[config.mk]
export PLATFORM = sky130hd
export DESIGN_NAME = led_breathe
export DESIGN_NICKNAME = d
export VERILOG_FILES = /design/src/rtl/led_breathe.sv
export SDC_FILE = /design/constraint.sdc
export NUM_CORES = 1
export LEC_CHECK = 0
export ABC_AREA = 1
export BUFFER_PORTS_ARGS = -buffer_cell sky130_fd_sc_hd__buf_2
export CAP_MARGIN = 20
export CELL_PAD_IN_SITES_DETAIL_PLACEMENT = 1
export CELL_PAD_IN_SITES_GLOBAL_PLACEMENT = 1
export CORE_UTILIZATION = 44
export DETAILED_ROUTE_END_ITERATION = 6
export GPL_ROUTABILITY_DRIVEN = 0
export PLACE_DENSITY_LB_ADDON = 0.2
export SLEW_MARGIN = 5
export SYNTH_ARGS = -nofsm -noshare
export SYNTH_HDL_FRONTEND = slang
export SYNTH_SLANG_ARGS = --single-unit
[constraint.sdc]
create_clock -name clk27m -period 1.85 [get_ports clk27m]
set_input_delay 0.185 -clock clk27m [delete_from_list [all_inputs] [get_ports clk27m]]
set_output_delay 0.185 -clock clk27m [all_outputs]
set_load 0.05 [all_outputs]
[src/rtl/led_breathe.sv]
// PWM breathing LED driver: ramp up, hold high, ramp down, hold low, repeat while en.
// Optional GAMMA_EN: drive the PWM comparator with (duty*duty)>>PWM_BITS instead of raw duty.
module led_breathe #(
    parameter int PWM_BITS   = 8,
    parameter int STEP_DIV   = 105469,
    parameter int HOLD_STEPS = 64
) (
    input  logic                clk27m,
    input  logic                rst,
    input  logic                en,
    output logic                led_out,
    output logic [PWM_BITS-1:0] duty,
    output logic                cycle_done
);

    localparam int PW = (STEP_DIV > 1) ? $clog2(STEP_DIV) : 1;
    localparam int HW = (HOLD_STEPS > 1) ? $clog2(HOLD_STEPS) : 1;

    localparam logic [PWM_BITS-1:0] MAX_M1     = {{(PWM_BITS-1){1'b1}}, 1'b0};
    localparam logic [PWM_BITS-1:0] ONE        = {{(PWM_BITS-1){1'b0}}, 1'b1};
    localparam logic [PW-1:0]       PRESC_LAST = PW'(STEP_DIV - 1);
    localparam logic [HW-1:0]       HOLD_LAST  = HW'(HOLD_STEPS - 1);

    typedef enum logic [2:0] {
        S_IDLE,
        S_RAMP_UP,
        S_HOLD_HI,
        S_RAMP_DOWN,
        S_HOLD_LO
    } state_t;

    state_t              r_state, w_state_nxt;
    logic [PWM_BITS-1:0] r_duty, w_duty_nxt;
    logic [HW-1:0]       r_hold, w_hold_nxt;
    logic [PW-1:0]       r_presc;
    logic [PWM_BITS-1:0] r_pwm;
    logic                r_led;
    logic                r_done, w_done_nxt;
    logic                w_tick;
    logic                w_presc_clr;
    logic [PWM_BITS-1:0] w_duty_eff;

    assign w_tick = (r_presc == PRESC_LAST);

`ifdef GAMMA_EN
    logic [2*PWM_BITS-1:0] w_sq;
    assign w_sq       = (2*PWM_BITS)'(r_duty) * (2*PWM_BITS)'(r_duty);
    assign w_duty_eff = w_sq[2*PWM_BITS-1:PWM_BITS];
`else
    assign w_duty_eff = r_duty;
`endif

    always_comb begin
        w_state_nxt = r_state;
        w_duty_nxt  = r_duty;
        w_hold_nxt  = r_hold;
        w_done_nxt  = 1'b0;
        w_presc_clr = 1'b0;
        case (r_state)
            S_IDLE: begin
                w_duty_nxt = '0;
                if (en) begin
                    w_state_nxt = S_RAMP_UP;
                    w_presc_clr = 1'b1;
                end
            end
            S_RAMP_UP: begin
                if (w_tick) begin
                    w_duty_nxt = r_duty + ONE;
                    if (r_duty == MAX_M1) begin
                        w_state_nxt = S_HOLD_HI;
                        w_hold_nxt  = '0;
                    end
                end
            end
            S_HOLD_HI: begin
                if (w_tick) begin
                    if (r_hold == HOLD_LAST) begin
                        w_state_nxt = S_RAMP_DOWN;
                    end else begin
                        w_hold_nxt = r_hold + HW'(1);
                    end
                end
            end
            S_RAMP_DOWN: begin
                if (w_tick) begin
                    w_duty_nxt = r_duty - ONE;
                    if (r_duty == ONE) begin
                        w_state_nxt = S_HOLD_LO;
                        w_hold_nxt  = '0;
                    end
                end
            end
            S_HOLD_LO: begin
                if (w_tick) begin
                    if (r_hold == HOLD_LAST) begin
                        // Prescaler keeps running so back-to-back breaths stay on one tick grid.
                        w_done_nxt  = 1'b1;
                        w_state_nxt = en ? S_RAMP_UP : S_IDLE;
                    end else begin
                        w_hold_nxt = r_hold + HW'(1);
                    end
                end
            end
            default: begin
                w_state_nxt = S_IDLE;
                w_duty_nxt  = '0;
            end
        endcase
    end

    always_ff @(posedge clk27m) begin
        if (rst) begin
            r_state <= S_IDLE;
            r_duty  <= '0;
            r_hold  <= '0;
            r_presc <= '0;
            r_pwm   <= '0;
            r_led   <= 1'b0;
            r_done  <= 1'b0;
        end else begin
            r_state <= w_state_nxt;
            r_duty  <= w_duty_nxt;
            r_hold  <= w_hold_nxt;
            r_presc <= (w_presc_clr || w_tick) ? '0 : r_presc + PW'(1);
            r_pwm   <= r_pwm + ONE;
            r_led   <= (r_pwm < w_duty_eff);
            r_done  <= w_done_nxt;
        end
    end

    assign led_out    = r_led;
    assign duty       = r_duty;
    assign cycle_done = r_done;

endmodule

== Yosys cells after proc, flatten, opt, wreduce, memory -nomap -nowiden ==
Cells that the tools add are included.
Operators by class
  $add $sub $neg: 5
  $lt $le $gt $ge: 1
  equality and inequality tests: 19
  mux-type cells: 24
  bitwise logic cells: 3
  reduce and logical (&&, ||, !) cells: 9
Operators by type and width (count)
  $mux W6: 6
  $mux W3: 9
  $pmux W8 S3: 1
  $ne A2 B2 Y1 const B: 10
  $pmux W6 S3: 1
  $add A17 B1 Y17 const B: 1
  $eq A17 B17 Y1 const B: 1
  $add A8 B1 Y8 const B: 2
  $mux W8: 2
  $pmux W3 S5: 1
  $reduce_and A9 Y1: 1
  $eq A8 B1 Y1 const B: 1
  $eq A8 B8 Y1 const B: 1
  $lt A8 B8 Y1: 1
  $sub A8 B1 Y8 const B: 1
  $reduce_and A7 Y1: 1
  $add A6 B1 Y6 const B: 1
  $eq A3 B2 Y1 const B: 2
  $eq A6 B6 Y1 const B: 1
  $mux W1: 4
  $reduce_or A2 Y1: 2
  $eq A3 B1 Y1 const B: 1
  $eq A3 B3 Y1 const B: 1
  $logic_not A3 Y1: 1
  6 further kinds: 8
Word-level totals
  register bits after elaboration: 44
  input port bits: 3

== Longest topological paths before layout ==
  depth after elaboration: 4
  depth in mapped cells: 13
  gate-level depth less buffers: 13

== Least setup slack after synthesis ==
OpenSTA, ideal clock, no wires.
  kind: register to register
  start point: reg r_duty[0] (netlist: duty[0])
  end point: reg r_state[1]
  setup time: 116 ps
  arrival time: 1672 ps
  required time: 1734 ps
  path slack: 62 ps
  stages on the path, launching flop included: 13
  path buffers: 0
  period minus slack after synthesis: 1788 ps
  path through: dfxtp_1 -> inv_1 -> ha_1 -> inv_1 -> nor2_1 -> nand2_1 -> nand2_2 -> nand2_1 -> nor2_1 -> nand3_1 -> inv_1 -> nor2_1 -> nor2_1
Between the ends
  word-level cells in the longest chain between the ends: 3
  elaborated cells on any way between the ends: 5
Ends and longest elaborated chain
  from (decl): line 33  | logic [PWM_BITS-1:0] r_duty, w_duty_nxt;
  from (signal assigned): line 123  | r_duty <= w_duty_nxt;
  $eq A8 B1 Y1 / $eq A8 B8 Y1 (equally long branches): line 88, 70
  $ne A2 B2 Y1 (no source line)
  $reduce_and A9 Y1 (no source line) (*)
  to (signal assigned): line 122  | r_state <= w_state_nxt;
  to (decl): line 32  | state_t r_state, w_state_nxt;
Every way passes the cells marked *; elsewhere a longest branch is shown, timed or not.
A chain may end at the register's enable or synchronous reset.

== Worst setup path in the final report ==
  start point: reg r_presc[0]
  end point: reg r_presc[3]
Between the ends
  word-level cells in the longest chain between the ends: 3
  elaborated cells on any way between the ends: 4
Ends and longest elaborated chain
  from (decl): line 35  | logic [PW-1:0] r_presc;
  from (signal assigned): line 125  | r_presc <= (w_presc_clr || w_tick) ? '0 : r_presc + PW'(1);
  parallel branches: the longest is 3 deep, another holds $add A17 B1 Y17
Parallel ways; which one is timed is not known.

==> flow_summary.toml <==
[route]
post_drt_wl_per_cell_um = 12.9
drc = 0
vias_per_cell = 5.10
antenna_left = 0
wirelength_um = 6060
dr_total_vias = 2403
drtIter0Drc = 65
drtPass1Iterations = 4

[yosys]
synth.top_cells.by_area = "dfxtp_1, nand2_1, nor2_1"
yosysWarnings = 0
yosys.area.top_type = "dfxtp_1"
yosysSeqAreaShare_pct = 33.1
ys_top_cells_by_count = "nand2_1, nor2_1, inv_1"
ys_types = 35
synth.avg_cell_area_um2 = 6.96
synth_flop_cell = "dfxtp_1"
synth-seq-cells = 44
netlist_instances = 382
synth-edff-count = 0
syn_area_um2 = 2660
synth_top_area_share_pct = 33.1
async_reset_ff_share_pct = 0
syn_nets = 400

[finish]
nets = 416
fillers = 763
area_growth_pct = 8.75
drive_gt1_share_pct = 16.0
diodes = 0

[grt]
grt_pass1_wl_um = 10700
antenna_found_initial = 0
grt_max_degree = 21
grt_pass1_vias = 2447
overflow = 0
grt_use_total_pct = 21.8

[die]
num_rows = 27
die_width_um = 79.8
dieArea_um2 = 6360
start_util_pct = 46.9
die_h_um = 79.8
pin_count = 13
core_area_um2 = 5680

[clock_network]
insertion_delay_ns = 0.30
clk_path_buf_depth = 2
cts_max_level = 2
tritoncts = "done"
path_clk_slew_ns = 0.08
root_buffer = "clkbuf_8"
post-cts-setup-buffers = 0
cts_inserted_buffers = 5
numClockSinks = 44

[run]
maxCapViolations = 0

[place]
io_buffers = 12
hpwl_um = 4710

[sta]
worst_pin_slew_ns = 0.362
hold_viol = 0
min_period_over_period_pct = 89.2
clock-skew-final_ns = 0.00670
fmax_mhz = 606
final-setup-viol-count = 0
relSlewSlack_pct = 75.8
finalCriticalPeriod_ns = 1.65
maxSlewViolCount = 0
fin_hold_ws_ns = 0.161
rsz0062_at_grt = "no"
fin_tns_setup_ns = 0

[setup_path]
worstPathRequired_ns = 2.08
start_kind = "flop"
r2r_setup_slack_ns = 0.20
cp_data_arrival_time_ns = 1.88
crit_path_end_kind = "flop"
critPathKind = "reg -> reg"
worstPathMaxFanout = 9

[pwr]
power.leakage_nw = 1.28
power.density_nw_per_um2 = 1540
peakVddDrop_mv = 0.811

[run_status]
status = "completed"

[hold_path]
hold_path_class = "in -> reg"
-- worst max-delay path: stages (launching register included) --
cell and delay [ns]:
dfxtp_1 0.38, inv_1 0.06, ha_1 0.19, inv_1 0.05, nor2_1 0.03, nand2_1 0.11
nor2_4 0.05, nand2_4 0.10, nand3_1 0.20, buf_4 0.24, nor3b_1 0.16
-- per-stage QoR --
stage	utilization, %	instances	cell area (µm²)	setup slack [ns]	power [mW]
after global placement	49.1	463	2780	0.217	3.66
after detailed placement	49.1	463	2780	0.148	3.75
after global routing	51.0	471	2890	0.00497	4.90
after floorplan	-	382	2660	0.0623	3.25
final	51.0	471	2890	0.201	4.47
after CTS	50.9	471	2890	0.117	4.53
-- power by group --
part | internal [mW] | total (mW) | switching [mW]
registers | 1.12 | 1.37 | 0.246
logic | 0.762 | 2.36 | 1.60
clock network | 0.401 | 0.736 | 0.335
total | 2.28 | 4.47 | 2.18
-- final timing paths --
kind         cells past startpoint    endpoint       start
max                             10  r_presc[3]  r_presc[0]
max reg2reg                     10  r_presc[3]  r_presc[0]
min                              2    r_pwm[0]         rst
min reg2reg                      1  r_presc[0]  r_presc[0]
-- kinds of logic (layout without fill, tap and decap cells) --
group	Yosys count	count (layout)	share of synthesized area, %
AND/OR/NAND/NOR	187	187	34.7
AO/OA/AOI/OAI	61	61	12.1
XOR/XNOR	7	7	2.30
adder cells (fa/ha/maj)	15	15	7.06
flip-flops	44	44	33.1
buffers and inverters	68	85	10.7
-- per-layer routing --
layer / vias up / GRT usage (%) / routed length (µm)
li1: 1263 / - / -
met1: 1112 / 24.4 / 2740
met2: 20 / 40.9 / 3110
met3: 8 / 4.46 / 132
met4: 0 / 6.43 / 86
met5: - / 0 / 0
-- sequential cells by signal (all words and copies together), names as in the netlist --
| name | count |
|---|---|
| r_pwm | 8 |
| r_state | 3 |
| cycle_done | 1 |
| duty | 8 |
| r_hold | 6 |
| r_presc | 17 |
| led_out | 1 |
-- what timing repair did --
item                       CTS  global route
resized for setup            0             3
setup endpoints to repair    0             9
hold buffers                 0             0
-- final cells by class --
| class | count | area [µm²] | share of cell area [%] |
|---|---|---|---|
| timing repair buffer | 15 | 82.6 | 2.85 |
| sequential | 44 | 882 | 30.5 |
| multi-input combinational | 270 | 1500 | 51.7 |
| clock buffer | 6 | 72.6 | 2.51 |
| inverter | 62 | 235 | 8.13 |
| tap | 72 | 90.1 | 3.11 |
| clock inverter | 2 | 35.0 | 1.21 |
-- cell usage in the layout, fill, tap and decap left out, drive strengths merged --
cell,n
a21oi,24
a31oi,4
buf,15
bufinv,1
clkbuf,6
clkinv,2
dfxtp,44
ha,15
inv,61
nand2,69
nand3,26
nand4,8
nor2,65
nor3,12
nor3b,4
nor4,2
o211ai,1
o21a,2
o21ai,27
o21bai,1
o22ai,2
or2,1
xnor2,5
xor2,2
No activity file was read; power rests on OpenSTA's default activity.
